==> config.mk <==
export PLATFORM = sky130hd
export DESIGN_NAME = ifu
export DESIGN_NICKNAME = d
export VERILOG_FILES = /design/src/rtl/ifu.sv
export SDC_FILE = /design/constraint.sdc
export NUM_CORES = 1
export LEC_CHECK = 0
export BUFFER_PORTS_ARGS = -buffer_cell sky130_fd_sc_hd__buf_2
export CAP_MARGIN = 20
export CORE_MARGIN = 3
export CORE_UTILIZATION = 30
export DETAILED_ROUTE_END_ITERATION = 8
export PLACE_DENSITY = 0.63
export SLEW_MARGIN = 40
export SYNTH_ARGS = -nofsm -noshare
export SYNTH_HDL_FRONTEND = slang
export SYNTH_SLANG_ARGS = --single-unit
==> constraint.sdc <==
create_clock -name clk -period 2.3 [get_ports clk]
set_input_delay 0.46 -clock clk [delete_from_list [all_inputs] [get_ports clk]]
set_output_delay 0.46 -clock clk [all_outputs]
set_load 0.01 [all_outputs]
==> src/rtl/ifu.sv <==
// Instruction fetch unit: owns the PC, keeps one request outstanding to instruction
// memory, buffers a word that returns during a stall, and applies delay-slot redirects.
module ifu #(
    parameter logic [31:0] PC_RESET = 32'h0000_3000
) (
    input  logic        clk,
    input  logic        reset,
    input  logic        stall,
    input  logic        redirect_valid,
    input  logic [31:0] redirect_pc,
    output logic        imem_req,
    output logic [31:0] imem_addr,
    input  logic [31:0] imem_rdata,
    input  logic        imem_ack,
    output logic [31:0] F_instr,
    output logic [31:0] F_pc,
    output logic        F_valid,
    output logic        f_stall
);

    typedef enum logic {
        S_REQ  = 1'b0,
        S_HOLD = 1'b1
    } state_t;

    state_t      state_reg, state_next;
    logic [31:0] pc_reg, pc_next;
    logic [31:0] hold_buf_reg, hold_buf_next;
    logic        advance;
    logic [1:0]  unused_redirect_lsb;

    assign unused_redirect_lsb = redirect_pc[1:0];

    always_ff @(posedge clk) begin
        if (reset) begin
            state_reg    <= S_REQ;
            pc_reg       <= PC_RESET;
            hold_buf_reg <= 32'h0;
        end else begin
            state_reg    <= state_next;
            pc_reg       <= pc_next;
            hold_buf_reg <= hold_buf_next;
        end
    end

    always_comb begin
        imem_req      = 1'b0;
        imem_addr     = pc_reg;
        F_pc          = pc_reg;
        F_valid       = 1'b0;
        F_instr       = 32'h0;
        state_next    = state_reg;
        hold_buf_next = hold_buf_reg;

        case (state_reg)
            S_REQ: begin
                imem_req = 1'b1;
                F_valid  = imem_ack;
                F_instr  = imem_ack ? imem_rdata : 32'h0;
                // A word returning during a stall must be kept, the request is already spent.
                if (imem_ack && stall) begin
                    hold_buf_next = imem_rdata;
                    state_next    = S_HOLD;
                end
            end
            S_HOLD: begin
                F_valid = 1'b1;
                F_instr = hold_buf_reg;
                if (!stall) begin
                    state_next = S_REQ;
                end
            end
            default: state_next = S_REQ;
        endcase

        advance = F_valid && !stall;
        f_stall = !F_valid;

        // Redirect targets the fetch after the delay slot being captured this cycle.
        pc_next = pc_reg;
        if (advance) begin
            pc_next = redirect_valid ? {redirect_pc[31:2], 2'b00} : pc_reg + 32'd4;
        end
    end

endmodule

# Yosys cells after proc, flatten, opt, wreduce, memory -nomap -nowiden
# Index checks and enable logic that the tools add are counted.
word_totals:
  reg_bits: 65
  output_inout_bits: 99
  wordCells: 18
op_classes:
  addsub: 1
  mux: 8
  bitwise: 1
  reduce_logical: 5
op_table:
  columns: ["cell", "n"]
  rows:
  - ["32-bit two-way mux", 2]
  - ["32-bit one-hot mux with 2 select lines", 1]
  - ["32-bit by 3-bit adder with 32-bit output (second input constant)", 1]
  - ["1-bit one-hot mux with 2 select lines", 2]
  - ["1-bit two-way mux", 3]
  - ["1-bit logical AND", 2]
  - ["1-bit zero test", 2]
  - ["2-bit AND reduction", 1]
  - ["1-bit inverter", 1]

# Depth between registers and ports, before layout
logic_depth:
  ltp_word: 3
  mapped_depth: 8
  ltp_nobuf: 6

# Least setup slack after synthesis
# Ideal clock, no wire load.
synth_timing:
  path_type: "register to register"
  start: "register pc_reg[2], in the netlist F_pc[2]"
  end: "register pc_reg[30], in the netlist F_pc[30]"
  setup_time_ns: 0.074
  arrival_ns: 1.958
  required_ns: 2.226
  slack_ns: 0.267
  stages_incl_launch_ff: 7
  n_path_buf: 0
  cell_sequence: "dfxtp_1 > ha_1 > nand3_4 > nor4_4 > nand4_1 > or4_1 > a31oi_1"
synth_between:
  elab_chain_cells: 2
synth_lines:
  columns: ["element", "line_no", "rtl"]
  rows:
  - ["from (decl)", "27", "logic [31:0] pc_reg, pc_next;"]
  - ["from (signal assigned)", "41", "pc_reg <= pc_next;"]
  - ["32-bit by 3-bit adder with 32-bit output", "82", "pc_next = redirect_valid ? {redirect_pc[31:2], 2'b00} : pc_reg + 32'd4;"]
  - ["32-bit two-way mux", "82", null]
# Every way passes these cells.
# A chain may end at the register's enable or synchronous reset.

# Worst setup path in the final report
layout_timing:
  start: "register pc_reg[9], in the netlist F_pc[9]"
  end: "register pc_reg[31], in the netlist F_pc[31]"
# The elaborated chain is that of the path after synthesis.

==> reports/results.ini <==
[route]
wire_per_inst_um = 14.2
remaining_drc_errors = 0
routed-wl-met3_um = 883
vias_per_cell = 5.07
first_iter_violations = 311
antenna_left = 0
wirelength_met1_mm = 5.30
highest-signal-layer = met4
drt_pass1_iterations = 4
wirelength_mm = 12.0
routed-wl-met2_mm = 5.70
num_vias = 4275

[min_path]
hold_end = hold_buf_reg[26]
hold_start = imem_rdata[26]
hp-class = in -> reg
min_path_cells = 3

[cts]
cts_resized = 0
cts_hold_buf = 0
h-tree-depth = 3
clk_latency_ps = 320
numCtsBuffers = 9
postCtsSetupBuffers = 0
clkSlewWorstSetupHoldPaths_ps = 60
tritoncts = yes
clkSinkCount = 63
clockBufferDepth = 2
root_buffer = clkbuf_16

[worst_setup_path]
cp_slowest_cell = dfxtp_1
cp.required_ps = 2540
r2r_start = F_pc[9]
setup.worst_path.class = reg -> reg
critPathLaunchType = flop
critPathArrivalTime_ps = 2300
slowest_delay_ps = 510
ff2ff_path_depth = 5
worstReg2RegEnd = F_pc[31]
rrSetupSlack_ps = 240
path_max_fanout = 9
crit_chain = nand4_2 -> nor3_2 -> nand4_1 -> or4_1 -> a31oi_1
cp-end-kind = flop

[floorplan]
num_io_pins = 168
die_h_um = 119
core_area_um2 = 12200
die_x_um = 119
rows = 40
initial_core_util = 0.311
die_area_um2 = 14100

[global_route]
grt_max_degree = 66
grt_pass1_vias = 3868
grt_use_total = 0.164
antenna_found_initial = 0
globalRouteOverflowTotal = 0
grt_pass1_wl_mm = 19.3

[power]
power_frac_seq = 0.393
p_clk_frac = 0.446
switchingPower_uw = 835
p_int_mw = 2.20
p_per_area_nw_per_um2 = 622
peakVddDrop_mv = 0.325
power.share.combinational = 0.160
switching_share = 0.275
leakage_nw = 2.13

[logic_synthesis]
ys_types = 54
ys_seq_elements = 63
synth_edf_count = 0
synthArstFlopShare = 0
synth_seq_area_share = 0.332
ys.flop_type = dfxtp_1
syn_inst = 550
synth_warnings = 0
netlist_area_um2 = 3800
avgSynthCellArea_um2 = 6.91

[timing]
drv_slew = 0
finalSetupViolCount = 0
hold_viol = 0
max_freq_mhz = 486
max_slew_margin = 0.583
tns_ps = 0
skew_ps = 9.64
max_slew.worst_pin.slew_ps = 620
period_share = 0.896
rsz0062_at_grt = no
fin_crit_ps = 2060

[run]
maxCapViolations = 0

[finish]
nFillCells = 1312
fin_util = 0.400
final_common_cell = buf_2
area_delta_synth_final_pct = 28.4
nNetsFinal = 741
drive_gt1_frac = 0.315
final_cell_mix = 161 x buf_2, 147 x nand2_1, 62 x dfxtp_1, 62 x a21oi_1, 59 x o21ai_0
n_antenna_cell = 0
largest_register_ffs = 32

[placed_design]
gp_congestion = 0.852
hpwl_mm = 8.58
numPortBuffers = 161

[status]
status = finished clean

-- synth_stat cells, types with 6 or more instances --
library cell / n / area share
a21o_1: 6 / 0.012
a21oi_1: 62 / 0.082
and3_1: 6 / 0.0099
buf_4: 35 / 0.069
clkbuf_1: 35 / 0.035
dfxtp_1: 63 / 0.33
inv_1: 8 / 0.0079
nand2_1: 147 / 0.15
nand3_1: 16 / 0.021
nand4_1: 10 / 0.016
nor2_1: 20 / 0.020
nor3_1: 14 / 0.018
o21ai_0: 59 / 0.078
-- logic make-up after synthesis --
logic type               after synthesis  share of synthesized area
AO/OA/AOI/OAI                        159                      0.238
adder cells (fa/ha/maj)                1                    0.00329
buffers and inverters                 82                      0.117
flip-flops                            63                      0.332
multiplexers                           2                    0.00527
other                                  1                   0.000986
AND/OR/NAND/NOR                      242                      0.304
-- metrics by stage --
stage | power (mW) | hold slack (ps) | worst slack [ps] | instance area, µm² | cells
3_3_place_gp | 1.70 | 442 | 377 | 4580 | 828
5_1_grt | 3.19 | 391 | 49.7 | 4880 | 844
4_1_cts | 3.08 | 378 | 252 | 4880 | 844
3_5_place_dp | 1.71 | 447 | 266 | 4580 | 828
6_report | 3.04 | 391 | 240 | 4880 | 844
2_1_floorplan | 1.51 | 437 | 267 | 3810 | 553
-- layer usage --
layer	up-vias	global-route usage
met5	-	0
met4	0	0.0398
met3	12	0.0383
met2	173	0.274
met1	1971	0.214
li1	2119	-
-- power by group through the flow --
stage                     combinational [mW]  sequential, mW  clock, mW
after floorplan                        0.291            1.22          0
after global placement                 0.480            1.21          0
after global routing                   0.541            1.20       1.45
after CTS                              0.490            1.20       1.40
after detailed placement               0.489            1.22          0
final                                  0.487            1.20       1.36
-- worst max path at each step --
stage	from	end	slack, ps
finish	F_pc[9]	F_pc[31]	240
global route	F_pc[9]	F_pc[31]	50
CTS	F_pc[9]	F_pc[31]	250
detailed placement	F_pc[9]	F_pc[31]	270
global placement	F_pc[9]	F_pc[31]	380
floorplan	F_pc[2]	F_pc[30]	270
-- cell type report --
cell class	count	area, µm²	share of cell area
Timing Repair Buffer	181	968	0.198
Inverter	8	30.0	0.00615
Clock buffer	10	239	0.0490
Clock inverter	6	60.1	0.0123
Sequential cell	63	1260	0.259
Multi-Input combinational cell	408	2110	0.432
Tap cell	168	210	0.0431
-- critical path, delay by kind of cell (launching register included) --
family | cells | cell delay (ps)
and+or+nand+nor | 4 | 1300
AOI/OAI and AO/OA | 1 | 170
DFF | 1 | 510
No activity file was read; power rests on OpenSTA's default activity.
